==> src/rtl/spi_apb_arbiter.sv <==
// Two-requester round-robin APB arbiter in front of the SPI/XIP completer.
// Optional ACCESS timeout with drain: define SPI_APB_ARB_TIMEOUT_EN.
module spi_apb_arbiter #(
   parameter int ADDR_W         = 32,
   parameter int DATA_W         = 32,
   parameter int TIMEOUT_CYCLES = 4096
) (
   input  logic                clock,
   input  logic                reset,
   input  logic                m0_psel,
   input  logic                m0_penable,
   input  logic                m0_pwrite,
   input  logic [ADDR_W-1:0]   m0_paddr,
   input  logic [DATA_W-1:0]   m0_pwdata,
   input  logic [DATA_W/8-1:0] m0_pstrb,
   input  logic [2:0]          m0_pprot,
   output logic                m0_pready,
   output logic [DATA_W-1:0]   m0_prdata,
   output logic                m0_pslverr,
   input  logic                m1_psel,
   input  logic                m1_penable,
   input  logic                m1_pwrite,
   input  logic [ADDR_W-1:0]   m1_paddr,
   input  logic [DATA_W-1:0]   m1_pwdata,
   input  logic [DATA_W/8-1:0] m1_pstrb,
   input  logic [2:0]          m1_pprot,
   output logic                m1_pready,
   output logic [DATA_W-1:0]   m1_prdata,
   output logic                m1_pslverr,
   output logic                out_psel,
   output logic                out_penable,
   output logic                out_pwrite,
   output logic [ADDR_W-1:0]   out_paddr,
   output logic [DATA_W-1:0]   out_pwdata,
   output logic [DATA_W/8-1:0] out_pstrb,
   output logic [2:0]          out_pprot,
   input  logic                out_pready,
   input  logic                out_pslverr,
   input  logic [DATA_W-1:0]   out_prdata,
   output logic                grant
);

   typedef struct packed {
      logic                write;
      logic [ADDR_W-1:0]   addr;
      logic [DATA_W-1:0]   wdata;
      logic [DATA_W/8-1:0] strb;
      logic [2:0]          prot;
   } attr_t;

   typedef enum logic [1:0] {
      IDLE,
      SETUP,
      ACCESS
`ifdef SPI_APB_ARB_TIMEOUT_EN
      , DRAIN
`endif
   } state_t;

   state_t state_q, state_d;
   attr_t  m0_attr, m1_attr, attr_q;
   logic   rr_q;
   logic   grant_q;

   logic              take;
   logic              win;
   logic              rr_upd;
   logic              psel_c;
   logic              pen_c;
   logic              rsp;
   logic              rsp_err;
   logic [DATA_W-1:0] rsp_data;
   logic              rsp_v;

`ifdef SPI_APB_ARB_TIMEOUT_EN
   logic [15:0] cnt_q;
`endif

   // penable is implied by the requester's setup; the arbiter only needs psel
   logic unused_ok;
   assign unused_ok = &{1'b0, m0_penable, m1_penable,
                        16'(TIMEOUT_CYCLES)};

   assign m0_attr = '{write: m0_pwrite, addr: m0_paddr,
                      wdata: m0_pwdata, strb: m0_pstrb,
                      prot: m0_pprot};
   assign m1_attr = '{write: m1_pwrite, addr: m1_paddr,
                      wdata: m1_pwdata, strb: m1_pstrb,
                      prot: m1_pprot};

   always_comb begin
      state_d  = state_q;
      take     = 1'b0;
      win      = 1'b0;
      rr_upd   = 1'b0;
      psel_c   = 1'b0;
      pen_c    = 1'b0;
      rsp      = 1'b0;
      rsp_err  = 1'b0;
      rsp_data = '0;
      unique case (state_q)
         IDLE: begin
            if (m0_psel || m1_psel) begin
               take    = 1'b1;
               // on contention, favour whoever did not win last
               win     = (m0_psel && m1_psel) ? ~rr_q : m1_psel;
               state_d = SETUP;
            end
         end
         SETUP: begin
            psel_c  = 1'b1;
            state_d = ACCESS;
         end
         ACCESS: begin
            psel_c = 1'b1;
            pen_c  = 1'b1;
            if (out_pready) begin
               rsp      = 1'b1;
               rsp_err  = out_pslverr;
               rsp_data = out_prdata;
               rr_upd   = 1'b1;
               state_d  = IDLE;
            end
`ifdef SPI_APB_ARB_TIMEOUT_EN
            else if (cnt_q == 16'(TIMEOUT_CYCLES)) begin
               rsp     = 1'b1;
               rsp_err = 1'b1;
               rr_upd  = 1'b1;
               state_d = DRAIN;
            end
`endif
         end
`ifdef SPI_APB_ARB_TIMEOUT_EN
         DRAIN: begin
            psel_c = 1'b1;
            pen_c  = 1'b1;
            if (out_pready) state_d = IDLE;
         end
`endif
         default: state_d = IDLE;
      endcase
   end

   always_ff @(posedge clock) begin
      if (reset) begin
         state_q <= IDLE;
         rr_q    <= 1'b0;
         grant_q <= 1'b0;
         attr_q  <= '0;
      end else begin
         state_q <= state_d;
         if (take) begin
            grant_q <= win;
            attr_q  <= win ? m1_attr : m0_attr;
         end
         if (rr_upd) rr_q <= grant_q;
      end
   end

`ifdef SPI_APB_ARB_TIMEOUT_EN
   always_ff @(posedge clock) begin
      if (reset) begin
         cnt_q <= '0;
      end else if (state_q == SETUP) begin
         cnt_q <= '0;
      end else if (state_q == ACCESS && !out_pready) begin
         cnt_q <= cnt_q + 16'd1;
      end
   end
`endif

   // an in-flight transfer is abandoned on reset: no response, bus dropped
   assign rsp_v = rsp & ~reset;

   assign m0_pready  = rsp_v & ~grant_q;
   assign m0_pslverr = rsp_v & ~grant_q & rsp_err;
   assign m0_prdata  = (rsp_v && !grant_q) ? rsp_data : '0;
   assign m1_pready  = rsp_v & grant_q;
   assign m1_pslverr = rsp_v & grant_q & rsp_err;
   assign m1_prdata  = (rsp_v && grant_q) ? rsp_data : '0;

   assign out_psel    = psel_c & ~reset;
   assign out_penable = pen_c & ~reset;
   assign out_pwrite  = attr_q.write;
   assign out_paddr   = attr_q.addr;
   assign out_pwdata  = attr_q.wdata;
   assign out_pstrb   = attr_q.strb;
   assign out_pprot   = attr_q.prot;
   assign grant       = grant_q;

endmodule
==> config.mk <==
export PLATFORM = sky130hd
export DESIGN_NAME = spi_apb_arbiter
export DESIGN_NICKNAME = d
export VERILOG_FILES = /design/src/rtl/spi_apb_arbiter.sv
export SDC_FILE = /design/constraint.sdc
export NUM_CORES = 1
export LEC_CHECK = 0
export CELL_PAD_IN_SITES_DETAIL_PLACEMENT = 2
export CELL_PAD_IN_SITES_GLOBAL_PLACEMENT = 2
export CORE_AREA = 4 4 125 127
export DETAILED_ROUTE_END_ITERATION = 10
export DIE_AREA = 0 0 129 131
export DONT_BUFFER_PORTS = 1
export HOLD_SLACK_MARGIN = 0.12
export PLACE_DENSITY = 0.81
export SYNTH_ARGS = -nofsm -noshare
export SYNTH_HDL_FRONTEND = slang
export SYNTH_SLANG_ARGS = --single-unit
==> constraint.sdc <==
create_clock -name clock -period 2.1 [get_ports clock]
set_input_delay 0.105 -clock clock [delete_from_list [all_inputs] [get_ports clock]]
set_output_delay 0.105 -clock clock [all_outputs]
set_load 0.01 [all_outputs]
Yosys cells after proc, flatten, opt, wreduce, memory -nomap -nowiden
Cells that the tools add are included.
- shifts and indexed selects: 0
- add/subtract/negate cells: 0
- reduce and logical (&&, ||, !) cells: 8
- divide/modulo/power cells: 0
- $mul: 0
- order comparisons: 0
- mux-type cells: 19
- equal/unequal tests: 4
- bitwise gates (word level): 10
- operators by type and width (cell ; number):
    two-way mux 32 bit ; 4
    two-way mux 72 bit ; 1
    two-way mux 1 bit ; 11
    AND 1 bit ; 7
    case mux 2 bit (3 select lines) ; 1
    two-way mux 2 bit ; 2
    inequality test 2 bit, second input constant ; 2
    logical AND 1 bit ; 3
    inverter 1 bit ; 3
    equality test 2 x 1 -> 1 bit, second input constant ; 1
    equality test 2 bit, second input constant ; 1
    logical NOT 2 bit ; 1
    AND reduction 2 bit ; 1
    OR reduction 2 bit ; 1
    logical NOT 1 bit ; 1
    logical OR 1 bit ; 1
- latch bits: 0
- memory bits (writable): 0
- bits in registers: 76
- ROM bits: 0
- output and inout bits: 143
- memories kept: 0
- input bits: 184
- logic and storage cells: 49

Logic depth before layout (Yosys ltp)
- depth after elaboration: 5
- depth in mapped cells: 7

Worst setup path after synthesis
No wires, ideal clock.
- path kind: reg-to-output
- start point: register state_q[0]
- end point: output m1_prdata[22]
- buffers on the path: 1
- stages on the path, launching flop included: 7
- required time: 1.995 ns
- path slack: 0.691 ns
- arrival time: 1.304 ns
- path through: dfxtp_1 inv_1 ha_1 nand2_2 nor3b_4 buf_6 and2_1
- longest elaborated chain between the ends: 5
- elaborated cells on any way between the ends: 6
- those cells by class: eq/ne (1); mux (3); bitwise (1); reduce/logical (1)
- RTL lines (item ; RTL line ; source):
    start: declaration ; 60 ; state_t state_q, state_d;
    start signal: assignment ; 151 ; state_q <= state_d;
    equality test 2 bit (*) ; 101 ; unique case (state_q)
    two-way mux 1 bit ; 101 ;
    AND 1 bit ; 173 ; assign rsp_v = rsp & ~reset;
    logical AND 1 bit ; 180 ; assign m1_prdata = (rsp_v && grant_q) ? rsp_data : '0;
    two-way mux 32 bit (*) ; 180 ;
    end: declaration ; 28 ; output logic [DATA_W-1:0] m1_prdata,
Every way passes the cells marked *; elsewhere a longest branch is shown, timed or not.

Worst setup path after layout
- start point: register state_q[0]
- end point: register attr_q, in the netlist out_pwdata[14]
- longest elaborated chain between the ends: 3
- elaborated cells on any way between the ends: 4
- those cells by class: mux (3); reduce/logical (1)
- RTL lines (item ; RTL line ; source):
    logical NOT 2 bit (*) ; 101 ;
    two-way mux 1 bit ; 101 ;
    two-way mux 72 bit ; 154 ; attr_q <= win ? m1_attr : m0_attr;
    end signal: assignment ; 154 ;
    end: declaration ; 61 ; attr_t m0_attr, m1_attr, attr_q;
Marks and branches as above.
A chain may end at the register's enable or synchronous reset.

==> out/qor.txt <==
Outcome: complete, no violations
Share of cells above drive strength 1: 0.0497
Max Slew Vio Count: 0
Worst-margin pin slew: 0.676 ns
Layout Skew: 0.00927 ns
Tot GR Track Use: 0.282
Final WL: 24.9 mm
Clk_lat worst skew: 0.34 ns
Largest net degree at the start of global routing: 79
Highest clock rate: 489 MHz
Most crowded layer after global routing: met2
Die area: 16900 um^2
CORE AREA: 14400 um^2
Boundary pin count: 327
Wirelength per Cell: 27.9 um
DR vias: 5189
Global-route wire length before repair: 36.3 mm
Setup WS post-layout: 0.0546 ns
H-tree depth: 3
Initial antenna violation count: 4
Yosys warnings: 0
Number of max-cap violations: 0
Fin Setup TNS: 0 ns
Vias in the first global route: 5861
Iteration-0 DRC Markers: 247
Layout Nets: 886
Worst Path Max Fanout: 28
DP Worst Slack: 0.369 ns
Syn Area/Cell: 8.01 um^2
# clock sinks: 76
M3 GR Usage: 0.0699
Met2 usage in global routing: 0.498
Nature of the critical path endpoint: flop
Total grt overflow: 0
Peak supply drop: 0.000349 V
Synth unique cells: 26
Fillers: 1509
Final Hold Fails: 0
RSZ-0062 raised after global routing: no
CTS root buf: clkbuf_16
Tot Pwr: 4840 uW
Crit path kind: reg2reg
Final worst-path cycle share: 0.974
Mapped Nets: 777
Final setup viols: 0
Flops & latches, synth: 76
Pwr Density: 739 nW/um^2
Post-synthesis cell count: 590
Slew HR: 0.549
Met1 Use GR: 0.320
Drc violations: 0
Die Y: 131 um
Die width: 129 um
Post-layout util: 0.454
Clock buffer depth: 2
Final RePlAce weighted congestion: 0.865
First-pass DRT Iterations: 6
Minimum clock period: 2.05 ns
CP required: 2.33 ns
Lkg Pwr: 0.00322 uW
Area grow syn2layout: 38.6%
DP Wirelength: 13.2 mm
Post-CTS Setup Inserts: 0
Initial Utilization: 0.328
Worst min path class: in2reg
Clock Pin Slew Worst Setup and Hold Paths: 0.06 ns
Vias per inst: 5.82
Syn Std Cell Area: 4730 um^2
CTS tree: yes
Sequential element share of the synthesized area: 0.322
ANT nets after route: 0
Startpoint types: flop
Core Rows: 44
PortBufs: 0
Worst path arrival time: 2.27 ns
CTS Buf Count: 9
==> layer usage <==
metal	vias up	share of wire	wire, um
met4	0	0.035	877
met2	257	0.51	12800
li1	2248	-	-
met5	-	0	0
met1	2614	0.38	9540
met3	70	0.069	1720
==> metrics by stage <==
step | instance area (um^2) | hold WS [ns] | cells
2_1_floorplan | 4730 | 0.261 | 590
3_3_place_gp | 4720 | 0.195 | 724
3_5_place_dp | 4720 | 0.192 | 724
4_1_cts | 6530 | 0.124 | 888
5_1_grt | 6550 | 0.158 | 892
6_report | 6550 | 0.148 | 892
==> critical path, cell delays in order (launching register included) <==
cell and delay (ns):
dfxtp_1 0.32, inv_1 0.11, ha_2 0.26, buf_4 0.35, o2111ai_1 0.17, dlygate4sd3_1 0.59, o211a_1 0.12
==> path summary, 6_finish.rpt <==
check / start / endpoint / slack [ns] / cells after the start
worst max-delay path: state_q[0] / out_pwdata[14] / 0.05 / 6
worst min-delay path: m0_psel / state_q[0] / 0.15 / 3
worst min register to register: state_q[1] / state_q[1] / 0.53 / 2
worst max register to register: state_q[0] / out_pwdata[14] / 0.05 / 6
==> layout make-up <==
cell class | count | area [um^2] | area share
tap | 184 | 230 | 0.0351
sequential | 76 | 1520 | 0.232
timing repair buffer | 159 | 1620 | 0.247
inverter | 147 | 552 | 0.0842
clock inverter | 4 | 48.8 | 0.00745
antenna | 4 | 10.0 | 0.00153
clock buffer | 12 | 246 | 0.0376
multi-input combinational | 306 | 2320 | 0.354
==> state kept, by name, summed over array words and instances, names as in the netlist <==
register	count
out_paddr	32
out_pwrite	1
out_pprot	3
out_pwdata	32
rr_q	1
out_pstrb	4
state_q	2
grant	1
==> logic make-up (layout without fill, tap and decap cells) <==
family,after synthesis,count (layout),share of synthesized area
AND/OR/NAND/NOR,81,81,0.110
AO/OA/AOI/OAI,221,221,0.368
multiplexers,1,1,0.00212
buffers and inverters,208,322,0.190
flip-flops,76,76,0.322
other,0,4,0
adder cells (fa/ha/maj),3,3,0.00794
==> cell usage in the layout, fill, tap and decap left out, types with 2 or more instances in the layout <==
cell type,instances
and2_1,66
a21oi_1,75
o2111ai_1,72
clkbuf_16,9
diode_2,4
dlygate4sd3_1,146
ha_1,2
nand2b_1,2
clkinv_2,2
dfxtp_1,75
inv_1,146
buf_16,2
o211a_1,72
clkbuf_1,2
nand2_1,3
buf_4,8
buf_6,2
nor2b_1,3
==> repair_timing <==
action,in CTS,in global routing
hold endpoints to repair,76,0
hold buffers,148,0
setup endpoints to repair,0,34
resized for setup,0,2
==> Yosys cell counts <==
| cell | instances | share of area |
|---|---|---|
| and2_1 | 66 | 0.087 |
| o21ai_1 | 1 | 0.0011 |
| or3_1 | 1 | 0.0013 |
| nand3_1 | 1 | 0.0011 |
| nor3_4 | 1 | 0.0034 |
| buf_1 | 5 | 0.0040 |
| buf_6 | 10 | 0.024 |
| nand2_2 | 1 | 0.0013 |
| nand3_2 | 1 | 0.0021 |
| o211a_1 | 72 | 0.15 |
| inv_1 | 146 | 0.12 |
| nand2b_1 | 2 | 0.0026 |
| buf_2 | 30 | 0.032 |
| mux2i_1 | 1 | 0.0021 |
| inv_2 | 1 | 0.00079 |
| o2111ai_1 | 72 | 0.13 |
| ha_1 | 3 | 0.0079 |
| buf_4 | 1 | 0.0016 |
| dfxtp_1 | 76 | 0.32 |
| nor2b_1 | 3 | 0.0040 |
| a21oi_1 | 75 | 0.079 |
| o31ai_1 | 1 | 0.0016 |
| nand2_1 | 3 | 0.0024 |
| nor3b_4 | 1 | 0.0040 |
| nor2_1 | 1 | 0.00079 |
| clkbuf_1 | 15 | 0.012 |
==> report_power, final <==
| part | total [uW] | switching (uW) | internal (uW) |
|---|---|---|---|
| logic | 1260 | 731 | 525 |
| clock network | 1610 | 655 | 954 |
| registers | 1970 | 309 | 1660 |
| total | 4840 | 1700 | 3140 |
No activity file was read; power rests on OpenSTA's default activity.
